--- config.mk ---
export PLATFORM = sky130hd
export DESIGN_NAME = aes_key_expand
export DESIGN_NICKNAME = d
export VERILOG_FILES = /design/src/rtl/aes_key_expand.sv
export SDC_FILE = /design/constraint.sdc
export NUM_CORES = 2
export LEC_CHECK = 0
export CAP_MARGIN = 10
export CORE_MARGIN = 3
export CORE_UTILIZATION = 30
export DETAILED_ROUTE_END_ITERATION = 7
export PLACE_DENSITY_LB_ADDON = 0.1
export SLEW_MARGIN = 20
export SYNTH_ARGS = -nofsm -noshare
export SYNTH_HDL_FRONTEND = slang
export SYNTH_SLANG_ARGS = --single-unit
--- constraint.sdc ---
create_clock -name clk -period 28.8 [get_ports clk]
set_input_delay 2.88 -clock clk [delete_from_list [all_inputs] [get_ports clk]]
set_output_delay 2.88 -clock clk [all_outputs]
set_load 0.01 [all_outputs]
--- src/rtl/aes_key_expand.sv ---
// Iterative AES-128 key schedule: one round key per clock, idx 0..10.
// Define AES_KEY_STORE_EN to add an 11-entry round-key store with a read port.
module aes_sbox (
  input  logic [7:0] a,
  output logic [7:0] s
);

  function automatic logic [7:0] gmul(
    input logic [7:0] x,
    input logic [7:0] y
  );
    logic [7:0] p;
    logic [7:0] aa;
    logic [7:0] bb;
    p  = '0;
    aa = x;
    bb = y;
    for (int i = 0; i < 8; i++) begin
      if (bb[0]) p = p ^ aa;
      aa = aa[7] ? ((aa << 1) ^ 8'h1b) : (aa << 1);
      bb = bb >> 1;
    end
    return p;
  endfunction

  // x^254 is the field inverse, and maps 0 to 0
  function automatic logic [7:0] ginv(input logic [7:0] x);
    logic [7:0] r;
    logic [7:0] e;
    r = 8'h01;
    e = 8'hfe;
    for (int i = 7; i >= 0; i--) begin
      r = gmul(r, r);
      if (e[i]) r = gmul(r, x);
    end
    return r;
  endfunction

  logic [7:0] b;

  always_comb begin
    b = ginv(a);
    s = b
      ^ {b[6:0], b[7]}
      ^ {b[5:0], b[7:6]}
      ^ {b[4:0], b[7:5]}
      ^ {b[3:0], b[7:4]}
      ^ 8'h63;
  end

endmodule

module aes_key_expand (
  input  logic         clk,
  input  logic         rst,
  input  logic         start,
  input  logic [127:0] key,
  output logic         ready,
  output logic         rk_valid,
  output logic [3:0]   rk_idx,
  output logic [127:0] rk,
  output logic         done
`ifdef AES_KEY_STORE_EN
  ,
  input  logic [3:0]   rd_idx,
  output logic [127:0] rd_key
`endif
);

  typedef enum logic {
    IDLE,
    EXPAND
  } state_t;

  state_t      state;
  logic [31:0] w0, w1, w2, w3;
  logic [7:0]  rcon;
  logic [31:0] rot;
  logic [31:0] sub;
  logic [31:0] temp;
  logic [31:0] n0, n1, n2, n3;

  assign rk  = {w0, w1, w2, w3};
  assign rot = {w3[23:0], w3[31:24]};

  aes_sbox u_sb0 (.a(rot[31:24]), .s(sub[31:24]));
  aes_sbox u_sb1 (.a(rot[23:16]), .s(sub[23:16]));
  aes_sbox u_sb2 (.a(rot[15:8]),  .s(sub[15:8]));
  aes_sbox u_sb3 (.a(rot[7:0]),   .s(sub[7:0]));

  always_comb begin
    temp = sub ^ {rcon, 24'h0};
    n0   = w0 ^ temp;
    n1   = w1 ^ n0;
    n2   = w2 ^ n1;
    n3   = w3 ^ n2;
  end

  // rk_idx doubles as the round counter
  always_ff @(posedge clk) begin
    if (rst) begin
      state    <= IDLE;
      ready    <= 1'b1;
      rk_valid <= 1'b0;
      rk_idx   <= '0;
      done     <= 1'b0;
      rcon     <= 8'h01;
      w0       <= '0;
      w1       <= '0;
      w2       <= '0;
      w3       <= '0;
    end else begin
      unique case (state)
        IDLE: begin
          if (start) begin
            state    <= EXPAND;
            ready    <= 1'b0;
            rk_valid <= 1'b1;
            rk_idx   <= '0;
            rcon     <= 8'h01;
            {w0, w1, w2, w3} <= key;
          end
        end
        EXPAND: begin
          if (rk_idx < 4'd10) begin
            w0     <= n0;
            w1     <= n1;
            w2     <= n2;
            w3     <= n3;
            rk_idx <= rk_idx + 4'd1;
            done   <= (rk_idx == 4'd9);
            rcon   <= rcon[7] ? ({rcon[6:0], 1'b0} ^ 8'h1b)
                              : {rcon[6:0], 1'b0};
          end else begin
            state    <= IDLE;
            ready    <= 1'b1;
            rk_valid <= 1'b0;
            done     <= 1'b0;
          end
        end
        default: state <= IDLE;
      endcase
    end
  end

`ifdef AES_KEY_STORE_EN
  logic [127:0] mem [0:10];

  always_ff @(posedge clk) begin
    if (rst) begin
      for (int i = 0; i < 11; i++) mem[i] <= '0;
    end else if (rk_valid && rk_idx <= 4'd10) begin
      mem[rk_idx] <= rk;
    end
  end

  always_comb begin
    rd_key = '0;
    if (rd_idx <= 4'd10) rd_key = mem[rd_idx];
  end
`endif

endmodule

==> key figures <==
Status
  – Status: finished clean

Synthesis
  – Register bit count reported by yosys: 144
  – FFs w/ async S/R, synth: 0%
  – Sequential cell area fraction in the yosys report: 4.420%
  – Cell area after synthesis: 0.06522 mm²
  – Portion of synthesized cell area occupied by the leading cell type: 17.95%
  – Most instantiated library cell after synthesis: sky130_fd_sc_hd__xnor2_1
  – Syn_area_per_cell: 7.983 µm²
  – Synth cell count leaders: sky130_fd_sc_hd__xnor2_1 (1337), sky130_fd_sc_hd__nand2_1 (1111), sky130_fd_sc_hd__nor2_1 (780)
  – Number of synthesis warnings: 0
  – Cell count after synthesis: 8170
  – Count of cell types in the netlist: 126
  – Post-Syn Nets: 8331
  – Top cells by area in the synthesized netlist: sky130_fd_sc_hd__xnor2_1 (18%), sky130_fd_sc_hd__xnor3_1 (17%), sky130_fd_sc_hd__xor2_1 (7.0%)
  – Count of flip-flops with a built-in enable after synthesis: 0
  – Primary flip-flop cell chosen by synthesis mapping: sky130_fd_sc_hd__dfxtp_1
  – Cell taking the most area after synthesis: sky130_fd_sc_hd__xnor2_1

Final layout
  – Area Growth Syn to Fin: 9.882%
  – Fill cell count: 22790
  – Number of nets in the layout: 8290
  – Share of layout cells above drive strength 1: 7.996%

Clock tree
  – Total CTS buffers: 17
  – Clock Latency Late Sink: 540 ps
  – TritonCTS sink count: 144
  – Clock tree from TritonCTS: done
  – Number of setup buffers added after CTS: 0
  – Level count of the clock H-tree: 4
  – Register clock-pin slew on the reported worst setup and hold paths: 90 ps
  – Maximum clock path buffer count: 2
  – Root buffer cell: sky130_fd_sc_hd__clkbuf_16

STA
  – Post-route clock period utilization: 93.86%
  – Least-Margin Pin Slew: 1088 ps
  – Aggregate negative setup slack: 0 ps
  – Unrepaired setup endpoints after global routing: false
  – Fin. Hold Viols: 0
  – Fmax achieved: 37.00 MHz
  – Count of final max-slew check failures: 0
  – Relative slew slack: 26.93%
  – Min cycle time layout: 27030 ps
  – Worst Clk Skew: 23.93 ps
  – Number of setup violations in the final report: 0

Placed design
  – Port buffer count: 265
  – Final GP Congestion: 0.8542
  – Estimated wirelength of the detail-placed design: 190.3 mm

Global route
  – Total gr overflow: 0
  – Number of global-route vias before repair: 58050
  – Initial antenna violation count: 13
  – Wire length of the first global-routing pass: 386.7 mm
  – Global-route usage over all layers: 22.33%
  – Pin count of the biggest net entering global routing: 77

Floorplan
  – Top-level I/O count: 266
  – Die outline height: 472.3 µm
  – Core area: 0.2155 mm²
  – Die outline area: 0.2230 mm²
  – Die W: 472.3 µm
  – Total number of placement rows: 170
  – Starting utilization of the core area: 30.27%

Routing
  – Routed wire per std cell: 23.58 µm
  – Antenna Violating Nets Remaining: 0
  – Count of routing violations after the opening detailed-route iteration: 4225
  – Via total after detailed routing: 59430
  – Detailed-router iteration count before antenna repair: 7
  – DR vias/cell: 5.409
  – Post-route DRC: 0
  – Total detailed-routing wirelength: 259.1 mm

Critical path
  – Critical path required time: 29160 ps
  – Critical path's slowest cell: sky130_fd_sc_hd__xnor3_1
  – Largest stage delay, worst path: 800 ps
  – Worst-path maximum fanout: 56
  – Type of the setup path with the least slack: reg2reg
  – Critical Path Most Common Cell: sky130_fd_sc_hd__xnor3_1
  – Critical Path Source Type: register
  – Critical path data arrival time: 27390 ps
  – Crit end category: register

Hold path
  – Class of the tightest hold or removal check: reg2reg

Job
  – Max_cap viols: 0
cells by family after synthesis:
group                    Yosys count  share of synthesized area (%)
AND/OR/NAND/NOR                 2774                          19.04
XOR/XNOR                        2586                          49.33
AO/OA/AOI/OAI                   1608                          17.19
buffers and inverters            721                          4.614
multiplexers                     307                          4.836
flip-flops                       144                          4.420
adder cells (fa/ha/maj)           30                         0.5755
through the flow:
stage               instances  utilization [%]  area, µm²  setup WS (ps)  hold slack [ps]
floorplan                8170                -      65220           5559            456.6
global placement        10950            32.98      71060           1779            451.6
detailed placement      10950            32.98      71060           1797            452.6
CTS                     10980            33.25      71640           1701            462.6
global route            10980            33.26      71660          24.35            482.4
finish                  10990            33.26      71670           1769            456.0
worst max-delay path: cells and delay by family, from the launching register on:
family          cells  cell delay (ps)
simple gates       14             3350
mux                 1              110
compound gates      9             2590
xor+xnor           41            15030
fa+ha+maj           5             2260
flops               1              660
buf+inv            11             2760
final cells by class:
class | count | area [µm²] | share of cell area (%)
Tap cell | 2838 | 3551 | 4.955
Inverter | 135 | 509.2 | 0.7106
Clock inverter | 15 | 150.1 | 0.2095
Timing Repair Buffer | 526 | 4646 | 6.483
Clock buffer | 17 | 425.4 | 0.5936
Antenna cell | 7 | 17.52 | 0.02444
Sequential cell | 144 | 2932 | 4.091
Multi-Input combinational cell | 7305 | 59430 | 82.93
placed cells by master (no fill, tap or decap), types with 67 or more instances in the layout:
cell,count
sky130_fd_sc_hd__xnor2_1,1334
sky130_fd_sc_hd__nand2_1,1108
sky130_fd_sc_hd__nor2_1,777
sky130_fd_sc_hd__xor2_1,519
sky130_fd_sc_hd__xnor3_1,493
sky130_fd_sc_hd__a21oi_1,362
sky130_fd_sc_hd__clkdlybuf4s50_1,263
sky130_fd_sc_hd__buf_4,258
sky130_fd_sc_hd__mux2i_1,254
sky130_fd_sc_hd__o21ai_0,245
sky130_fd_sc_hd__nor3_1,175
sky130_fd_sc_hd__nand3_1,163
sky130_fd_sc_hd__a22oi_1,123
sky130_fd_sc_hd__dfxtp_1,111
sky130_fd_sc_hd__inv_1,98
sky130_fd_sc_hd__o211ai_1,87
sky130_fd_sc_hd__xnor2_2,85
sky130_fd_sc_hd__xor3_1,85
sky130_fd_sc_hd__a211oi_1,79
sky130_fd_sc_hd__o22ai_1,78
sky130_fd_sc_hd__nand2b_1,70
sky130_fd_sc_hd__and3_1,69
sky130_fd_sc_hd__nor2b_1,67
sequential cells by signal, indices dropped and copies added (netlist names), 4 cells and up:
register	flops
w2	32
w1	32
w0	32
rk_idx	4
rcon	8
w3	32
layer usage:
layer | GRT usage, % | vias up | wire (µm)
met2 | 38.48 | 1370 | 125100
met3 | 1.873 | 253 | 9898
met1 | 29.39 | 29320 | 115400
met4 | 7.160 | 2 | 8731
li1 | - | 28490 | -
met5 | 0 | - | 13
timing repair:
item / in CTS / in global routing
resized for setup: 0 / 3
hold buffers: 0 / 0
setup endpoints to repair: 0 / 22
worst paths after layout:
path	start	cells past startpoint	slack, ps	to
worst min register to register	done	2	460	done
worst max register to register	w3[7]	81	1770	w3[12]
worst min-delay path	done	2	460	done
worst max-delay path	w3[7]	81	1770	w3[12]
Power is not shown: default switching activity piles up to over one toggle a cycle in this logic, so the estimate is an artifact.
